==> src/rtl/ff_bank_if.sv <==
// Bus bundle for ff_bank: operand/control inputs and registered flip-flop outputs.
// illegal_cnt is present only when FF_BANK_ILLEGAL_CNT_EN is defined.
interface ff_bank_if #(
    parameter int WIDTH = 8,
    parameter int CNT_W = 8
);
    logic             en;
    logic [1:0]       mode;
    logic [WIDTH-1:0] a;
    logic [WIDTH-1:0] b;
    logic             clr_sticky;
    logic [WIDTH-1:0] q;
    logic [WIDTH-1:0] q_bar;
    logic             illegal;
    logic             illegal_sticky;
`ifdef FF_BANK_ILLEGAL_CNT_EN
    logic [CNT_W-1:0] illegal_cnt;

    modport master (
        output en, mode, a, b, clr_sticky,
        input  q, q_bar, illegal, illegal_sticky, illegal_cnt
    );
    modport slave (
        input  en, mode, a, b, clr_sticky,
        output q, q_bar, illegal, illegal_sticky, illegal_cnt
    );
`else
    modport master (
        output en, mode, a, b, clr_sticky,
        input  q, q_bar, illegal, illegal_sticky
    );
    modport slave (
        input  en, mode, a, b, clr_sticky,
        output q, q_bar, illegal, illegal_sticky
    );
`endif
endinterface

==> src/rtl/ff_bank.sv <==
// Multi-channel D/T/SR/JK flip-flop bank with independently registered q/q_bar and
// forbidden-SR flagging. Define FF_BANK_ILLEGAL_CNT_EN for the saturating event counter.
module ff_bank #(
    parameter int WIDTH = 8,
    parameter int CNT_W = 8
) (
    input  logic      clk,
    input  logic      rst,
    ff_bank_if.slave  bus
);
    localparam logic [1:0] MODE_D  = 2'b00;
    localparam logic [1:0] MODE_T  = 2'b01;
    localparam logic [1:0] MODE_SR = 2'b10;
    localparam logic [1:0] MODE_JK = 2'b11;

    logic [WIDTH-1:0] q_r;
    logic [WIDTH-1:0] q_bar_r;
    logic             illegal_r;
    logic             sticky_r;
    logic [WIDTH-1:0] q_nxt_s;
    logic [WIDTH-1:0] q_bar_nxt_s;
    logic [WIDTH-1:0] hold_s;
    logic             hit_s;

    // Per-channel next state; q and q_bar are computed separately so 0/0 survives.
    always_comb begin
        q_nxt_s     = q_r;
        q_bar_nxt_s = q_bar_r;
        hold_s      = ~bus.a & ~bus.b;
        if (bus.en) begin
            case (bus.mode)
                MODE_D: begin
                    q_nxt_s     = bus.a;
                    q_bar_nxt_s = ~bus.a;
                end
                MODE_T: begin
                    q_nxt_s     = (q_r & ~bus.a) | (~q_r & bus.a);
                    q_bar_nxt_s = (q_bar_r & ~bus.a) | (q_r & bus.a);
                end
                MODE_SR: begin
                    q_nxt_s     = (q_r & hold_s) | (bus.a & ~bus.b);
                    q_bar_nxt_s = (q_bar_r & hold_s) | (~bus.a & bus.b);
                end
                MODE_JK: begin
                    q_nxt_s     = (q_r & hold_s) | (bus.a & ~bus.b) | (bus.a & bus.b & ~q_r);
                    q_bar_nxt_s = (q_bar_r & hold_s) | (~bus.a & bus.b) | (bus.a & bus.b & q_r);
                end
                default: begin
                    q_nxt_s     = q_r;
                    q_bar_nxt_s = q_bar_r;
                end
            endcase
        end else begin
            q_nxt_s     = q_r;
            q_bar_nxt_s = q_bar_r;
        end
    end

    // One hit per edge regardless of how many channels see S=R=1.
    assign hit_s = bus.en & (bus.mode == MODE_SR) & (|(bus.a & bus.b));

    // Channel storage and illegal flags.
    always_ff @(posedge clk) begin
        if (rst) begin
            q_r       <= {WIDTH{1'b0}};
            q_bar_r   <= {WIDTH{1'b1}};
            illegal_r <= 1'b0;
            sticky_r  <= 1'b0;
        end else begin
            q_r       <= q_nxt_s;
            q_bar_r   <= q_bar_nxt_s;
            illegal_r <= hit_s;
            sticky_r  <= hit_s | (sticky_r & ~bus.clr_sticky);
        end
    end

    assign bus.q              = q_r;
    assign bus.q_bar          = q_bar_r;
    assign bus.illegal        = illegal_r;
    assign bus.illegal_sticky = sticky_r;

`ifdef FF_BANK_ILLEGAL_CNT_EN
    logic [CNT_W-1:0] cnt_r;
    logic [CNT_W-1:0] cnt_nxt_s;

    // Saturating counter; a clear on a hit edge loads 1 so set wins over clear.
    always_comb begin
        cnt_nxt_s = cnt_r;
        if (bus.clr_sticky) begin
            cnt_nxt_s = {{(CNT_W-1){1'b0}}, hit_s};
        end else if (hit_s && (cnt_r != {CNT_W{1'b1}})) begin
            cnt_nxt_s = cnt_r + {{(CNT_W-1){1'b0}}, 1'b1};
        end else begin
            cnt_nxt_s = cnt_r;
        end
    end

    // Counter register.
    always_ff @(posedge clk) begin
        if (rst) begin
            cnt_r <= {CNT_W{1'b0}};
        end else begin
            cnt_r <= cnt_nxt_s;
        end
    end

    assign bus.illegal_cnt = cnt_r;
`endif
endmodule

==> src/flat_wrapper.sv <==
// flat-port wrapper written by rule: the top's interface ports become plain ports
module ff_bank_flat 
#(
    parameter int WIDTH = 8,
    parameter int CNT_W = 8
)
  (clk, rst, bus_en, bus_mode, bus_a, bus_b, bus_clr_sticky, bus_q, bus_q_bar, bus_illegal, bus_illegal_sticky);
  ff_bank_if #(.WIDTH(WIDTH), .CNT_W(CNT_W)) bus_i ();
  input  logic clk;
  input  logic rst;
  input wire logic [$bits(bus_i.en)-1:0] bus_en;
  input wire logic [$bits(bus_i.mode)-1:0] bus_mode;
  input wire logic [$bits(bus_i.a)-1:0] bus_a;
  input wire logic [$bits(bus_i.b)-1:0] bus_b;
  input wire logic [$bits(bus_i.clr_sticky)-1:0] bus_clr_sticky;
  output wire logic [$bits(bus_i.q)-1:0] bus_q;
  output wire logic [$bits(bus_i.q_bar)-1:0] bus_q_bar;
  output wire logic [$bits(bus_i.illegal)-1:0] bus_illegal;
  output wire logic [$bits(bus_i.illegal_sticky)-1:0] bus_illegal_sticky;
  assign bus_i.en = bus_en;
  assign bus_i.mode = bus_mode;
  assign bus_i.a = bus_a;
  assign bus_i.b = bus_b;
  assign bus_i.clr_sticky = bus_clr_sticky;
  assign bus_q = bus_i.q;
  assign bus_q_bar = bus_i.q_bar;
  assign bus_illegal = bus_i.illegal;
  assign bus_illegal_sticky = bus_i.illegal_sticky;
  ff_bank #(.WIDTH(WIDTH), .CNT_W(CNT_W)) u_core (.clk(clk), .rst(rst), .bus(bus_i));
endmodule
==> config.mk <==
export PLATFORM = sky130hd
export DESIGN_NAME = ff_bank_flat
export DESIGN_NICKNAME = d
export VERILOG_FILES = /design/src/rtl/ff_bank_if.sv /design/src/rtl/ff_bank.sv /design/src/flat_wrapper.sv
export SDC_FILE = /design/constraint.sdc
export NUM_CORES = 1
export LEC_CHECK = 0
export BUFFER_PORTS_ARGS = -buffer_cell sky130_fd_sc_hd__buf_2
export CAP_MARGIN = 10
export CELL_PAD_IN_SITES_DETAIL_PLACEMENT = 0
export CELL_PAD_IN_SITES_GLOBAL_PLACEMENT = 1
export CORE_MARGIN = 2
export CORE_UTILIZATION = 30
export CTS_CLUSTER_SIZE = 20
export DETAILED_ROUTE_END_ITERATION = 12
export PLACE_DENSITY = 0.77
export SYNTH_ARGS = -nofsm -noshare
export SYNTH_HDL_FRONTEND = slang
export SYNTH_SLANG_ARGS = --single-unit
==> constraint.sdc <==
create_clock -name clk -period 1.1 [get_ports clk]
set_clock_uncertainty 0.05 [all_clocks]
set_input_delay 0.22 -clock clk [delete_from_list [all_inputs] [get_ports clk]]
set_output_delay 0.22 -clock clk [all_outputs]
set_load 0.05 [all_outputs]
* After elaboration in Yosys (flattened, before gate mapping)
Cells that the tools add are included.
** Word-level totals
- Bits in registers :: 18
- Latch bits :: 0
- RAM bits :: 0
- Bits in read-only memories :: 0
- Input port bits :: 22
- Word-level logic and storage cells :: 37
- Memories kept :: 0
** Cells by class
- Add/sub/neg operators :: 0
- Multipliers :: 0
- Divide/modulo/power cells :: 0
- Magnitude comparators :: 0
- Equal/unequal tests :: 3
- Shifts and indexed selects :: 0
- Mux-type cells :: 2
- Bitwise gates (word level) :: 26
- Reductions and logical operators :: 2
** Operator list (number)
- $and 8x8->8 :: 12
- $pmux 8 s4 :: 2
- $or 8x8->8 :: 6
- $not 8->8 :: 3
- $reduce_or 8->1 :: 1
- $eq 2x2->1 const B :: 2
- $and 1x1->1 :: 3
- $eq 2x1->1 const B :: 1
- $logic_not 2->1 :: 1
- $not 1->1 :: 1
- $or 1x1->1 :: 1

* Logic depth before layout (Yosys ltp)
Gate-level depths: netlist of the first run.
- Word-level depth :: 6
- Gate-level depth with buffers :: 5
- Gate-level depth less buffers :: 3

* Worst setup path after synthesis of the first run
OpenSTA, ideal clock, no wires.
- Kind :: reg2reg
- From :: reg u_core.q_r[7], in the netlist u_core.bus.q[7]
- To :: reg u_core.q_r[7], in the netlist u_core.bus.q[7]
- Arrival :: 1.227 ns
- Slack :: -0.281 ns
- Cell stages (with the launch flop) :: 4
- Path buffers :: 0
- Clock period less this slack :: 1.381 ns
- Cells stage by stage :: dfxtp_1 > a21oi_1 > a31o_1 > a2111oi_2
** On the way
- Word-level cells in the longest chain between the ends :: 4
- Elaborated cells between the ends (all ways) :: 9
** Ends and longest elaborated chain
- start, declared :: line ff_bank.sv:16 : logic [WIDTH-1:0] q_r;
- start signal, assigned :: line ff_bank.sv:65 : q_r <= {WIDTH{1'b0}};
- start signal, assigned :: line ff_bank.sv:70 : q_r <= q_nxt_s;
- $and 8x8->8 or $not 8->8 (tied branches) :: line ff_bank.sv:41, ff_bank.sv:45, ff_bank.sv:37
- $or 8x8->8, or another cell as far along :: line ff_bank.sv:41, ff_bank.sv:45
- $or 8x8->8 (on tied branches) :: line ff_bank.sv:45, ff_bank.sv:37
- $pmux 8 s4 (*) :: line ff_bank.sv:31 : case (bus.mode)
Mark *: on every way between the ends. The rest lies on a longest branch, timed or not.
A chain may end at the register's enable or synchronous reset.

* Worst setup path in the final report of the first run
- From :: reg u_core.q_bar_r[0], in the netlist u_core.bus.q_bar[0]
- To :: out bus_q_bar[0]
** RTL lines
- start, declared :: line ff_bank.sv:17 : logic [WIDTH-1:0] q_bar_r;
- start signal, assigned :: line ff_bank.sv:66 : q_bar_r <= {WIDTH{1'b1}};
- start signal, assigned :: line ff_bank.sv:71 : q_bar_r <= q_bar_nxt_s;
- end, declared :: line flat_wrapper.sv:17 : output wire logic [$bits(bus_i.q_bar)-1:0] bus_q_bar;
No word-level cell between the ends.

==> impl_results.md, run 1 <==
* Max rail drop VDD at 0.000634 V
* Number of violations of the max-capacitance limit at 0
* Crit-path max FO at 2
* Cell-by-cell listing of the critical path: buf_4
* Worst path arrival time at 800 ps
* Share of synthesized registers carrying an async set or reset at 0%
* Sequential area share after synthesis at 31.2%
* Number of CTS-inserted buffers at 3
* Final Hold Vio Count at 0
* Count of buffering cells on the critical path with inverters included at 1
* Total of warnings raised by yosys at 0
* CP Class: flip-flop to output port
* Initial cell density of the core at 31.3%
* Die height at 66.1 um
* Vias in the first global route at 1138
* Fraction of layout instances using a drive strength above 1 at 44.7%
* Leakage power at 0.674 nW
* Post-route minimum period at 1070 ps
* Min-Delay Path Class: input port to flip-flop
* I/O pin cnt at 40
* Outcome: completed
* # diodes at 0
* Longest individual stage delay on the worst path at 340 ps
* Synth cell types at 39
* Vias at 1279
* Total of hold buffers inserted after clock tree synthesis at 0
* Tot GR Track Use at 15.0%
* Part of the cycle the worst path needs at 97.3%
* Unrepaired setup endpoints after global routing: yes
* Crit-path slowest cell: sky130_fd_sc_hd__dfxtp_1
* Clock slew seen by the registers of the worst setup and hold paths at 70 ps
* Family of cells with the greatest summed delay on the critical path: flip-flops
* Syn avg cell area at 8.32 sq um
* Slew @ Worst Pin at 370 ps
* Wire per inst at 14.1 um
* Initial antenna violation count at 0
* Endpoint type of the worst setup path: output port
* Number of sinks handled by clock tree synthesis at 18
* Count of state elements after synthesis at 18
* Post-synthesis cell count at 139
* Cell Area, Synth at 0.00116 sq mm
* Half-perimeter wire length after placement at 2550 um
* Number of synthesized flops with an enable pin at 0
* CTS tree: yes
* Area growth syn-to-layout at 46.0%
* Power per cell area at 1100 mW/mm^2
* Post-Route WL at 3340 um
* Highest achievable clock rate at 934 MHz
* Setup Viol. Count Final at 0
* Max Root-Sink Buffers at 2
* Overflow left after global routing at 0
* Clk root buf: sky130_fd_sc_hd__clkbuf_8
* Floorplan die width at 66.1 um
* Number of buffers inserted by port buffering at 39
* Post-synthesis net count at 161
* Type of origin of the critical path: flip-flop
* Insertion delay to the later sink of the worst-skew pair at 260 ps
* Clock H-tree levels at 1
* Number of max-slew violations in the final report at 0
* Floorplan core area at 0.00369 sq mm
* Die Area at 0.00437 sq mm
* CP Data Required Time at 830 ps
* Worst rel slew slack at 75.3%
* Via density per instance at 5.42
* Final layout net count at 212
* Routability congestion estimate from global placement at 0.844
* 1st-iter DRT viols at 57
* Flip-flop cell with the highest count after synthesis: sky130_fd_sc_hd__dfxtp_1
* Pin count of the biggest net entering global routing at 16
* Tot Pwr at 1.86 mW
* ANT nets after route at 0
* Setup TNS at 0 ps
* Length of the first detailed-routing pass in iterations at 4
* Number of cell rows at 22
* Residual DRC at 0
* Wire length of the first global-routing pass at 5120 um
worst paths after layout:
path	startpoint	end	slack (ps)	cells past startpoint
max	u_core.bus.q_bar[0]	bus_q_bar[0]	30	1
min	bus_clr_sticky	u_core.bus.illegal_sticky	180	4
max reg2reg	u_core.bus.q[4]	u_core.bus.q[4]	40	3
min reg2reg	u_core.bus.illegal_sticky	u_core.bus.illegal_sticky	410	2
cell families (layout without fill, tap and decap cells):
| group | after synthesis | in the layout | share of synthesized area (%) |
|---|---|---|---|
| DFF | 18 | 18 | 31.2 |
| and+or+nand+nor | 43 | 43 | 20.5 |
| buffers and inverters | 15 | 64 | 7.36 |
| muxes | 2 | 2 | 1.95 |
| AOI/OAI and AO/OA | 60 | 60 | 38.3 |
| xor gates and xnor gates | 1 | 1 | 0.758 |
final cells by class:
| cell class | count | area (sq um) |
|---|---|---|
| multi-input combinational | 106 | 747 |
| clock buffer | 3 | 41.3 |
| timing repair buffer | 57 | 438 |
| fill | 380 | 2000 |
| tap | 48 | 60.1 |
| sequential | 18 | 387 |
| inverter | 4 | 15.0 |
metal layers:
metal	share of wire [%]	up-vias	GRT usage, %	routed length [um]
li1	-	630	-	-
met1	47	611	19.2	1580
met2	47	36	25.5	1560
met3	5.5	2	3.75	184
met4	0.39	0	2.55	13
met5	0	-	0	0
flip-flops by register name, summed over array words and instances (netlist names):
signal	flops
u_core.bus.illegal_sticky	1
u_core.bus.q_bar	8
u_core.bus.q	8
u_core.bus.illegal	1
metrics by stage:
| stage | worst slack [ps] | cells | utilization, % | area [sq um] | hold WS [ps] |
|---|---|---|---|---|---|
| after CTS | 1.45 | 236 | 44.3 | 1630 | 170 |
| after detailed placement | -216 | 233 | 41.6 | 1540 | 385 |
| after global placement | -142 | 233 | 41.6 | 1540 | 378 |
| after global routing | -10.9 | 236 | 45.8 | 1690 | 194 |
| after floorplan | -56.0 | 139 | - | 1200 | 344 |
| final | 29.6 | 236 | 45.8 | 1690 | 182 |
timing repair:
| item | CTS | global route |
|---|---|---|
| endpoints found under the hold margin | 0 | 0 |
| buffers inserted | 0 | 0 |
| resized for setup | 21 | 13 |
| pin swaps | 1 | 1 |
| setup endpoints to repair | 18 | 10 |
| gates cloned | 0 | 0 |
cell usage in the layout, fill, tap and decap left out, types with 2 or more instances in the layout:
cell / synthesis / routed
sky130_fd_sc_hd__nor2b_1: 4 / 4
sky130_fd_sc_hd__dfxtp_4: 0 / 6
sky130_fd_sc_hd__buf_6: 2 / 10
sky130_fd_sc_hd__a2111oi_2: 3 / 3
sky130_fd_sc_hd__buf_12: 0 / 2
sky130_fd_sc_hd__mux2_2: 2 / 2
sky130_fd_sc_hd__a221oi_1: 4 / 4
sky130_fd_sc_hd__inv_1: 4 / 4
sky130_fd_sc_hd__nand2_1: 10 / 10
sky130_fd_sc_hd__a221o_1: 5 / 5
sky130_fd_sc_hd__dfxtp_1: 18 / 9
sky130_fd_sc_hd__a311o_1: 3 / 3
sky130_fd_sc_hd__nand2b_1: 4 / 4
sky130_fd_sc_hd__nor3b_1: 3 / 3
sky130_fd_sc_hd__a21oi_2: 0 / 3
sky130_fd_sc_hd__o21ai_1: 0 / 3
sky130_fd_sc_hd__clkbuf_8: 0 / 3
sky130_fd_sc_hd__buf_2: 5 / 21
sky130_fd_sc_hd__nor2_1: 7 / 7
sky130_fd_sc_hd__nand3_1: 7 / 7
sky130_fd_sc_hd__dfxtp_2: 0 / 3
sky130_fd_sc_hd__a31o_1: 3 / 3
sky130_fd_sc_hd__o21ai_0: 16 / 13
sky130_fd_sc_hd__a21oi_1: 11 / 8
sky130_fd_sc_hd__a22oi_1: 5 / 5
sky130_fd_sc_hd__buf_4: 2 / 23
where the power goes:
group          total, mW  internal, mW  leakage [nW]  switching [mW]
Clock              0.477         0.244        0.0216           0.233
Combinational      0.647         0.270         0.499           0.377
Sequential         0.739         0.696         0.153          0.0429
Yosys cell counts, types with 2 or more instances:
cell | instances | share of area (%)
sky130_fd_sc_hd__inv_1 | 4 | 1.3
sky130_fd_sc_hd__nand3_1 | 7 | 3.0
sky130_fd_sc_hd__a221o_1 | 5 | 4.3
sky130_fd_sc_hd__dfxtp_1 | 18 | 31
sky130_fd_sc_hd__clkbuf_1 | 2 | 0.65
sky130_fd_sc_hd__mux2_2 | 2 | 1.9
sky130_fd_sc_hd__o21ai_0 | 16 | 6.9
sky130_fd_sc_hd__nand2b_1 | 4 | 2.2
sky130_fd_sc_hd__a21boi_0 | 2 | 1.3
sky130_fd_sc_hd__nor2_1 | 7 | 2.3
sky130_fd_sc_hd__a31o_1 | 3 | 2.3
sky130_fd_sc_hd__buf_2 | 5 | 2.2
sky130_fd_sc_hd__a22oi_1 | 5 | 3.2
sky130_fd_sc_hd__a221oi_1 | 4 | 3.0
sky130_fd_sc_hd__nor3b_1 | 3 | 1.9
sky130_fd_sc_hd__nor2b_1 | 4 | 2.2
sky130_fd_sc_hd__a311o_1 | 3 | 2.6
sky130_fd_sc_hd__a21oi_1 | 11 | 4.8
sky130_fd_sc_hd__nand2_1 | 10 | 3.2
sky130_fd_sc_hd__buf_6 | 2 | 1.9
sky130_fd_sc_hd__a2111oi_2 | 3 | 3.9
sky130_fd_sc_hd__buf_4 | 2 | 1.3
Power figures use the tool's default switching activity.
==> run 2, diff against run 1 <==
Settings changed: CORE_UTILIZATION 30 to 32, PLACE_DENSITY 0.77 to 0.81.
==> impl_results.md, run 2 (synthesis gave the netlist of run 1 again) <==
* Power per cell area at 1060 mW/mm^2
* Wire per inst at 14.8 um
* Part of the cycle the worst path needs at 101%
* Post-Route WL at 3480 um
* Critical hold path startpoint: bus_clr_sticky
* Unrepaired setup endpoints after global routing: yes
* Endpoint of the lowest-slack register-to-register path: u_core.bus.q[1]
* Total of hold buffers inserted after clock tree synthesis at 0
* Count of buffering cells on the critical path with inverters included at 1
* Number of buffers inserted by port buffering at 39
* Overflow left after global routing at 0
* Post-route worst setup slack at -11.4 ps
* Type of origin of the critical path: flip-flop
* Die Area at 0.00411 sq mm
* Tot GR Track Use at 15.9%
* Hold path endpoint: u_core.bus.illegal_sticky
* Endpoint type of the worst setup path: output port
* Family of cells with the greatest summed delay on the critical path: flip-flops
* Via density per instance at 5.48
* Longest individual stage delay on the worst path at 400 ps
* Setup Viol. Count Final at 4
* Area growth syn-to-layout at 52.5%
* Pin count of the biggest net entering global routing at 19
* CP Data Required Time at 830 ps
* Tot Pwr at 1.86 mW
* Floorplan core area at 0.00342 sq mm
* Worst rel slew slack at 78.7%
* Residual DRC at 0
* R2R setup slack at 20 ps
* Crit-path slowest cell: sky130_fd_sc_hd__dfxtp_4
* Initial cell density of the core at 33.8%
* Final hold slack at 130 ps
* Crit-path max FO at 4
* I/O pin cnt at 40
* Length of the first detailed-routing pass in iterations at 4
* # diodes at 0
* 1st-iter DRT viols at 106
* Routability congestion estimate from global placement at 0.800
* Floorplan die width at 64.1 um
* Commonest cells after routing, fill and taps aside: sky130_fd_sc_hd__buf_2 (21), sky130_fd_sc_hd__buf_4 (16), sky130_fd_sc_hd__o21ai_0 (12)
* Min-Delay Path Class: input port to flip-flop
* Cell-by-cell listing of the critical path: buf_8
* Half-perimeter wire length after placement at 2530 um
* Most common cell after layout, fill and taps aside: sky130_fd_sc_hd__buf_2
* Number of cells on the worst hold path at 4
* Fraction of layout instances using a drive strength above 1 at 49.5%
* Number of max-slew violations in the final report at 0
* CTS tree: yes
* Highest achievable clock rate at 900 MHz
* Clock H-tree levels at 1
* Reg2reg start: u_core.bus.q[1]
* Post-route minimum period at 1110 ps
* Initial antenna violation count at 0
* Wire length of the first global-routing pass at 5330 um
* Outcome: finished, violations left
* Slew @ Worst Pin at 318 ps
* Clock slew seen by the registers of the worst setup and hold paths at 120 ps
* Max Root-Sink Buffers at 2
* Die height at 64.1 um
* Vias at 1293
* Number of violations of the max-capacitance limit at 0
* Final instance count without filler cells at 236
* Vias in the first global route at 1192
* Clk root buf: sky130_fd_sc_hd__clkbuf_4
* Number of cell rows at 21
* Number of sinks handled by clock tree synthesis at 18
* Number of cells on the critical path at 1
* CP Class: flip-flop to output port
* Number of CTS-inserted buffers at 3
* Core occupancy in the finished layout at 51.6%
* Inst Count DP at 230
* ANT nets after route at 0
* Final Hold Vio Count at 0
* Violations in the final reports: negative setup slack
* Worst path arrival time at 840 ps
* Max rail drop VDD at 0.000405 V
* Filler cell count at 316
* Number of cells traversed by the worst register-to-register path at 3
* Insertion delay to the later sink of the worst-skew pair at 290 ps
* Final layout net count at 213
* Leakage power at 0.702 nW
run 2: per-layer routing:
layer / vias to the layer above / global-route usage, % / share of wire (%)
li1: 634 / - / -
met1: 623 / 20.4 / 46
met2: 34 / 27.1 / 48
met3: 2 / 3.87 / 5.6
met4: 0 / 3.19 / 0.34
met5: - / 0 / 0
run 2: per-stage QoR:
stage | instance area (sq um) | TNS, ps | worst slack (ps)
floorplan | 1200 | -267 | -56.0
global placement | 1530 | -1740 | -152
detailed placement | 1530 | -2020 | -182
CTS | 1720 | -119 | -28.0
global route | 1760 | -358 | -43.3
finish | 1760 | -25.2 | -11.4
run 2: power breakdown:
part / internal [mW] / switching, mW / total (mW)
Combinational: 0.305 / 0.381 / 0.686
Sequential: 0.699 / 0.0501 / 0.749
Clock: 0.202 / 0.227 / 0.429
run 2: worst min-delay path: cells and delay by family:
| family | cells | cell delay [ps] |
|---|---|---|
| buf+inv | 1 | 80 |
| compound gates | 1 | 50 |
| simple gates | 2 | 90 |
run 2: worst max path at each step:
stage,start,endpoint,slack [ps]
2_1_floorplan,bus_mode[1],u_core.bus.q_bar[1],-60
3_3_place_gp,bus_mode[0],u_core.bus.q_bar[0],-150
3_5_place_dp,bus_mode[1],u_core.bus.q[1],-180
4_1_cts,u_core.bus.q[7],bus_q[7],-30
5_1_grt,u_core.bus.q[1],bus_q[1],-40
6_report,u_core.bus.q[1],bus_q[1],-10
run 2: repair_timing:
action / in CTS / in global routing
setup endpoints to repair: 18 / 24
resized for setup: 51 / 12
buffers inserted: 2 / 0
endpoints found under the hold margin: 0 / 0
pin swaps: 0 / 4
run 2: final cells by class:
type,instances,area [sq um],area share [%]
multi-input cells,106,734,41.7
repair buffers,58,520,29.5
flip-flops and latches,18,399,22.6
well taps,46,57.6,3.26
clock buffers,4,36.3,2.06
inverters,4,15.0,0.852
==> run 3, diff against run 2 <==
Settings changed: SLEW_MARGIN set to 20, TNS_END_PERCENT set to 50.
==> impl_results.md, run 3 (synthesis gave the netlist of run 1 again) <==
* Wire per inst at 15.0 um
* Final instance count without filler cells at 238
* Endpoint of the lowest-slack register-to-register path: u_core.bus.q[7]
* Setup WS pre-CTS at -190 ps
* Number of cells on the critical path at 1
* Outcome: finished, violations left
* Routability congestion estimate from global placement at 0.864
* Number of cell rows at 21
* Number of buffers inserted by port buffering at 39
* Highest achievable clock rate at 890 MHz
* Vias at 1360
* Post-route minimum period at 1120 ps
* Part of the cycle the worst path needs at 102%
* Number of sinks handled by clock tree synthesis at 18
* Floorplan core area at 0.00342 sq mm
* Crit-path max FO at 5
* Destination of the critical timing path: bus_q[2]
* Slew @ Worst Pin at 426 ps
* Tot GR Track Use at 18.1%
* Unrepaired setup endpoints after global routing: yes
* Die height at 64.1 um
* Max rail drop VDD at 0.000357 V
* Length of the first detailed-routing pass in iterations at 4
* Crit-path slowest cell: sky130_fd_sc_hd__dfxtp_4
* CP Data Required Time at 830 ps
* R2R setup slack at 50 ps
* Clock slew seen by the registers of the worst setup and hold paths at 110 ps
* Final layout net count at 215
* Insertion delay to the later sink of the worst-skew pair at 300 ps
* CP Class: flip-flop to output port
* Family of cells with the greatest summed delay on the critical path: flip-flops
* Most common cell after layout, fill and taps aside: sky130_fd_sc_hd__buf_2
* Setup Viol. Count Final at 6
* Type of origin of the critical path: flip-flop
* Wire length of the first global-routing pass at 5890 um
* Number of cells traversed by the worst register-to-register path at 3
* Floorplan die width at 64.1 um
* Count of buffering cells on the critical path with inverters included at 1
* Longest individual stage delay on the worst path at 400 ps
* Initial cell density of the core at 33.8%
* Overflow left after global routing at 0
* ANT nets after route at 0
* Residual DRC at 0
* Initial antenna violation count at 0
* Max Root-Sink Buffers at 2
* Routed length on met1 at 1610 um
* Power per cell area at 1020 mW/mm^2
* Worst path arrival time at 850 ps
* Pin count of the biggest net entering global routing at 17
* Critical Path Source: u_core.bus.q[2]
* Final Hold Vio Count at 0
* 1st-iter DRT viols at 104
* Met2 wirelength from detailed routing at 1720 um
* Cell-by-cell listing of the critical path: buf_8
* Setup TNS at -70.7 ps
* Final hold slack at 110 ps
* Worst rel slew slack at 71.5%
* Commonest cells after routing, fill and taps aside: sky130_fd_sc_hd__buf_2 (21), sky130_fd_sc_hd__buf_4 (20), sky130_fd_sc_hd__buf_8 (14)
* I/O pin cnt at 40
* Min-Delay Path Class: input port to flip-flop
* Endpoint type of the worst setup path: output port
* Number of CTS-inserted buffers at 3
* Area growth syn-to-layout at 53.9%
* Leakage power at 0.707 nW
* Half-perimeter wire length after placement at 2700 um
* Via density per instance at 5.71
* Top Layer Used: met4
* CTS tree: yes
* # diodes at 0
* Reg2reg start: u_core.bus.q[7]
* Post-route worst setup slack at -23.5 ps
* Number of violations of the max-capacitance limit at 0
* Number of max-slew violations in the final report at 0
* Vias in the first global route at 1253
* Die Area at 0.00411 sq mm
* Fraction of layout instances using a drive strength above 1 at 51.0%
* Clock H-tree levels at 1
* Post-Route WL at 3570 um
* Met3 WL at 198 um
* Clk root buf: sky130_fd_sc_hd__clkbuf_4
* Tot Pwr at 1.82 mW
* Violations in the final reports: negative setup slack
* Inst Count DP at 233
[run 3: cell types whose count changed in the layout (fill, tap and decap cells not counted), sizes merged]
| cell | previous run | this run |
|---|---|---|
| buf | 58 | 60 |
[run 3: metrics by stage]
stage               area [sq um]  util [%]
floorplan                   1190         -
global placement            1530      44.8
detailed placement          1530      44.8
CTS                         1720      50.3
global route                1780      52.1
finish                      1780      52.1
[run 3: per-layer routing]
layer / GRT usage, % / up-vias
li1: - / 644
met1: 24.6 / 667
met2: 29.2 / 45
met3: 2.64 / 4
met4: 6.38 / 0
met5: 0 / -
[run 3: worst min path at each step]
| stage | startpoint | end | slack, ps | depth (start not counted) |
|---|---|---|---|---|
| CTS | bus_clr_sticky | u_core.bus.illegal_sticky | 110 | 4 |
| finish | bus_clr_sticky | u_core.bus.illegal_sticky | 110 | 4 |
| global route | bus_clr_sticky | u_core.bus.illegal_sticky | 150 | 4 |
| global placement | u_core.bus.illegal_sticky | u_core.bus.illegal_sticky | 380 | 2 |
| floorplan | bus_clr_sticky | u_core.bus.illegal_sticky | 340 | 3 |
| detailed placement | u_core.bus.illegal_sticky | u_core.bus.illegal_sticky | 400 | 2 |
[run 3: worst min-delay path: cells and delay by family]
kind / cells / cell delay, ps
compound gates: 1 / 50
buf+inv: 1 / 70
simple gates: 2 / 90
[run 3: repair_timing]
item | in CTS | in global routing
gates resized for setup | 53 | 17
setup buffers | 1 | 0
hold buffers | 0 | 0
endpoints found under the setup margin | 19 | 25
hold endpoints to repair | 0 | 0
pin swaps | 2 | 2
[run 3: final cells by class]
type | count | area [sq um]
well taps | 46 | 57.6
multi-input cells | 106 | 749
fillers | 328 | 1640
repair buffers | 60 | 531
inverters | 4 | 15.0
clock buffers | 4 | 26.3
flip-flops and latches | 18 | 400
[run 3: power by group]
group          leakage (nW)  switching (mW)  total (mW)  internal, mW
Combinational         0.540           0.384       0.697         0.312
Clock                0.0150           0.227       0.368         0.141
Sequential            0.152          0.0540       0.753         0.699
